## config.mk

```make
export PLATFORM = sky130hd
export DESIGN_NAME = selftest_ctrl
export DESIGN_NICKNAME = d
export VERILOG_FILES = /design/src/rtl/selftest_pkg.sv /design/src/rtl/resp_checker.sv /design/src/rtl/selftest_ctrl.sv
export SDC_FILE = /design/constraint.sdc
export NUM_CORES = 1
export LEC_CHECK = 0
export BUFFER_PORTS_ARGS = -buffer_cell sky130_fd_sc_hd__buf_2
export CAP_MARGIN = 20
export CELL_PAD_IN_SITES_DETAIL_PLACEMENT = 2
export CELL_PAD_IN_SITES_GLOBAL_PLACEMENT = 2
export CORE_MARGIN = 2
export CORE_UTILIZATION = 30
export CTS_CLUSTER_SIZE = 28
export DETAILED_ROUTE_END_ITERATION = 7
export PLACE_DENSITY_LB_ADDON = 0.1
export SYNTH_ARGS = -nofsm -noshare
export SYNTH_HDL_FRONTEND = slang
export SYNTH_HIERARCHICAL = 1
export SYNTH_SLANG_ARGS = --single-unit
```

## constraint.sdc

```tcl
create_clock -name clk -period 2.31 [get_ports clk]
set_clock_uncertainty 0.1 [all_clocks]
set_input_delay 0.462 -clock clk [delete_from_list [all_inputs] [get_ports clk]]
set_output_delay 0.462 -clock clk [all_outputs]
set_load 0.03 [all_outputs]
```

## src/rtl/selftest_pkg.sv

```systemverilog
// Shared types and widths for the self-test sequencer and its response checker.
package selftest_pkg;

    typedef enum logic [1:0] {
        IDLE,
        APPLY,
        SAMPLE,
        DONE
    } state_t;

    localparam int unsigned VEC_W  = 4;
    localparam int unsigned RESP_W = 12;
    localparam int unsigned CNT_W  = 5;

endpackage

```

## src/rtl/resp_checker.sv

```systemverilog
// Parity check of one logic-block response against the golden per-vector parity table.
module resp_checker
    import selftest_pkg::*;
(
    input  logic [RESP_W-1:0]        resp,
    input  logic [VEC_W-1:0]         vec,
    input  logic [(1<<VEC_W)-1:0]    exp_table,
    output logic                     mismatch
);

    always_comb begin
        mismatch = (^resp) != exp_table[vec];
    end

endmodule

```

## src/rtl/selftest_ctrl.sv

```systemverilog
// BIST sequencer: sweeps all input vectors through the logic block, counts parity
// mismatches, records the first failing vector and reports pass/fail.
module selftest_ctrl
    import selftest_pkg::*;
#(
    parameter int unsigned SETTLE_CYCLES = 2,
    parameter logic [15:0] EXP_PARITY    = 16'h0000
) (
    input  logic              clk,
    input  logic              rst,
    input  logic              start,
    input  logic              abort,
    input  logic [VEC_W-1:0]  func_in,
    output logic [VEC_W-1:0]  dut_in,
    input  logic [RESP_W-1:0] dut_out,
    output logic              busy,
    output logic              done,
    output logic              pass,
    output logic [CNT_W-1:0]  err_count,
    output logic [VEC_W-1:0]  first_fail,
    output logic              fail_valid
);

    localparam logic [3:0]       SETTLE_LAST = 4'(SETTLE_CYCLES - 1);
    localparam logic [CNT_W-1:0] ERR_MAX     = CNT_W'(1 << VEC_W);

    state_t           state;
    state_t           next_state;
    logic [VEC_W-1:0] vec_q;
    logic [3:0]       settle_q;
    logic             mismatch;
    logic             last_vec;
    logic             settled;
    logic [CNT_W-1:0] err_next;

    resp_checker u_resp_checker (
        .resp      (dut_out),
        .vec       (vec_q),
        .exp_table (EXP_PARITY),
        .mismatch  (mismatch)
    );

    always_comb begin
        last_vec = (vec_q == '1);
        settled  = (settle_q == SETTLE_LAST);
        err_next = err_count;
        if (mismatch && err_count != ERR_MAX) begin
            err_next = err_count + CNT_W'(1);
        end
    end

    always_ff @(posedge clk or posedge rst) begin
        if (rst) begin
            state <= IDLE;
        end else begin
            state <= next_state;
        end
    end

    // abort outranks start and every sweep transition
    always_comb begin
        next_state = state;
        unique case (state)
            IDLE:    if (start && !abort) next_state = APPLY;
            APPLY:   if (abort) next_state = IDLE;
                     else if (settled) next_state = SAMPLE;
            SAMPLE:  if (abort) next_state = IDLE;
                     else if (last_vec) next_state = DONE;
                     else next_state = APPLY;
            DONE:    next_state = IDLE;
            default: next_state = IDLE;
        endcase
    end

    always_comb begin
        busy   = (state == APPLY) || (state == SAMPLE);
        done   = (state == DONE);
        dut_in = busy ? vec_q : func_in;
    end

    always_ff @(posedge clk or posedge rst) begin
        if (rst) begin
            vec_q      <= '0;
            settle_q   <= '0;
            err_count  <= '0;
            first_fail <= '0;
            fail_valid <= 1'b0;
            pass       <= 1'b0;
        end else begin
            unique case (state)
                IDLE: begin
                    if (start && !abort) begin
                        vec_q      <= '0;
                        settle_q   <= '0;
                        err_count  <= '0;
                        first_fail <= '0;
                        fail_valid <= 1'b0;
                        pass       <= 1'b0;
                    end
                end
                APPLY: begin
                    if (!abort) settle_q <= settle_q + 4'd1;
                end
                SAMPLE: begin
                    if (!abort) begin
                        err_count <= err_next;
                        if (mismatch && !fail_valid) begin
                            first_fail <= vec_q;
                            fail_valid <= 1'b1;
                        end
                        // pass lands on the edge into DONE so it is valid alongside done
                        if (last_vec) begin
                            pass <= (err_next == '0);
                        end else begin
                            vec_q    <= vec_q + VEC_W'(1);
                            settle_q <= '0;
                        end
                    end
                end
                DONE: ;
                default: ;
            endcase
        end
    end

endmodule

```

==> results.py <==
metrics = {
    "synthesis": {
        "yosys_warnings": 6,
        "yosys.cell_types.count": 43,
        "async_flop_share_pct": 100,
        "syn-instance-count": 155,
        "yosysSeqAreaShare_pct": 34.3,
        "synth.area.top_cells": "dfrtp_1 (34%), ha_1 (7.4%), mux4_1 (6.9%)",
        "ys.flop_type": "dfrtp_1",
        "synth_top_cell_by_area": "dfrtp_1",
        "synth_top_area_share_pct": 34.3,
        "synth-seq-cells": 21,
        "synth_edf_count": 0,
        "postSynthAreaPerCell_um2": 9.88,
        "syn-cell-area_um2": 1530,
    },
    "timing": {
        "timing.final.crit_share_pct": 97.9,
        "final_max_slew_viol_count": 0,
        "timing.hold.ws_ps": 123,
        "max_freq_mhz": 442,
        "fin_ws_ps": 47.7,
        "finalSetupViolations": 0,
        "hold_viol": 0,
        "rsz0062_at_grt": "yes",
        "post-route-min-period_ps": 2260,
    },
    "clocking": {
        "cts_max_path_buffers": 2,
        "clock_latency_ps": 260,
        "clk_pin_slew_ps": 90,
        "cts_setup_buffers": 0,
        "cts_root_buf": "clkbuf_8",
        "cts_tree": "yes",
        "numCtsBuffers": 3,
        "htreeDepth": 1,
        "cts_sinks": 21,
    },
    "critical_path": {
        "cp.required_ps": 2380,
        "slowest_stage": "xnor3_1",
        "r2r-start": "state[0]$_DFFE_PP0P_",
        "r2r_end": "first_fail[1]$_DFFE_PP0P_",
        "worstRegToRegCells": 8,
        "cp_max_fo": 2,
        "cp.depth": 10,
        "crit_type": "input pin to flip-flop",
        "cp_top_family": "XOR/XNOR gates",
        "critPathCaptureType": "flip-flop",
        "start_kind": "input pin",
        "rrSetupSlack_ps": 240,
        "crit_arrival_ps": 2330,
        "cp_cell_sequence": "buf_8 -> xnor2_4 -> xnor2_2 -> xnor3_1 -> xnor2_2 -> nand2_1 -> a21oi_2 -> a21oi_1 -> o32a_1 -> o41ai_2",
        "crit_buf_inv": 1,
        "cp_common_cell": "xnor2_2",
        "cp_slowest_stage_delay_ps": 450,
    },
    "die": {
        "start_util_pct": 30.6,
        "die-area_um2": 5690,
        "core_area_um2": 5010,
        "die_w_um": 75.5,
        "rows": 26,
        "die_y_um": 75.5,
        "io_pins": 37,
    },
    "layout": {
        "layout_commonest_cell": "buf_2",
        "finalNetCount": 245,
        "final-seq-area_um2": 526,
        "final_area_um2": 2050,
        "area_delta_synth_final_pct": 33.6,
        "final_cell_mix": "buf_2 (32), dfrtp_1 (21), conb_1 (16)",
        "multiInputGateArea_um2": 1080,
        "n_antenna_cell": 0,
        "fin_util_pct": 40.8,
        "fillers": 592,
        "drive_above_1_share_pct": 31.6,
    },
    "route": {
        "drtIter0Drc": 38,
        "viasPerCell": 4.86,
        "wl_per_cell_um": 15.3,
        "drt-pass1-iter-count": 4,
        "wl_um": 4350,
        "num_vias": 1385,
        "drcViolationCount": 0,
        "ant_nets": 0,
    },
    "grt": {
        "grt-ovfl-total": 0,
        "grt_max_degree": 22,
        "grt_antenna_before_repair": 0,
        "grt_pass1_wl_um": 7280,
        "track_usage_pct": 16.8,
        "grt_pass1_vias": 1491,
    },
    "power_and_ir_drop": {
        "ir_worst_vdd_v": 0.000585,
        "p_leak_nw": 0.954,
        "p_per_area_nw_per_um2": 891,
    },
    "run": {
        "drv_cap": 0,
    },
    "min_path": {
        "worstHoldPathType": "input pin to asynchronous set/reset pin",
    },
    "place": {
        "dp_hpwl_um": 3400,
        "placed_area_um2": 1920,
        "place_ws_ps": -284,
        "place.gp.congestion": 0.846,
        "port_buffers": 36,
    },
    "outcome": {
        "outcome": "completed",
    },
}
## synthesized netlist by cell type (5+ instances only)
master,count
ha_1,9
o21ai_0,15
mux2_2,5
xnor2_1,9
nand2_1,12
dfrtp_1,21
a22oi_1,5
inv_1,9
nor2_1,5
a21oi_1,9
## timing repair
action                                  4_1_cts  5_1_grt
endpoints found under the setup margin        1       11
pin swaps                                     2        8
resized for setup                             0       15
hold buffers                                  0        0
## per-layer routing
metal | vias to the layer above | GRT usage (%) | part of all wire [%]
met5 | - | 0 | 0
met4 | 0 | 4.48 | 0.51
met3 | 2 | 2.25 | 3.4
met2 | 23 | 28.5 | 52
met1 | 679 | 22.5 | 44
li1 | 681 | - | -
## worst reg2reg max path, stage by stage, from the launching register on
cell	delay [ps]
dfrtp_1	420
inv_1	110
ha_1	280
mux2i_2	300
or2_4	220
buf_4	180
nor2_4	60
a22oi_1	160
o21ai_0	100
## through the flow
step,total power [mW],TNS [ps],instances
after global routing,1.97,-354,285
after floorplan,1.23,-137,170
after CTS,1.80,0,285
final,1.82,0,285
after detailed placement,1.54,-2050,281
after global placement,1.48,-1120,281
## report_power, final
| group | switching (mW) | internal [mW] | leakage, nW |
|---|---|---|---|
| Sequential | 0.0868 | 0.425 | 0.288 |
| Combinational | 0.618 | 0.440 | 0.643 |
| Clock | 0.130 | 0.123 | 0.0228 |
## flip-flops by register name, summed over array words and instances, names as in the netlist
register / cells
fail_valid: 1
pass: 1
vec_q: 4
err_count: 5
state: 2
settle_q: 4
first_fail: 4
## kinds of logic (layout without fill, tap and decap cells)
group	after synthesis	after routing	synth area share, %
compound gates	49	49	20.8
simple gates	37	37	12.1
flops	21	21	34.3
buf+inv	14	59	4.08
mux	13	13	14.0
xor+xnor	11	11	7.19
fa+ha+maj	9	9	7.35
other cells	1	16	0.245
## area by class of cell
cell class | count | share of cell area, %
Sequential cell | 21 | 25.7
Clock buffer | 4 | 2.20
Tap cell | 70 | 4.28
Inverter | 10 | 1.83
Multi-Input combinational cell | 135 | 52.7
Timing Repair Buffer | 45 | 13.3
## worst max-delay path by stage
stage	from	endpoint	slack (ps)
floorplan	dut_out[3]	pass$_DFFE_PP0P_	-140
global placement	dut_out[5]	pass$_DFFE_PP0P_	-210
detailed placement	dut_out[5]	pass$_DFFE_PP0P_	-280
CTS	dut_out[8]	pass$_DFFE_PP0P_	6
global route	dut_out[2]	pass$_DFFE_PP0P_	-100
finish	dut_out[2]	pass$_DFFE_PP0P_	50
No activity file was read; power rests on OpenSTA's default activity.
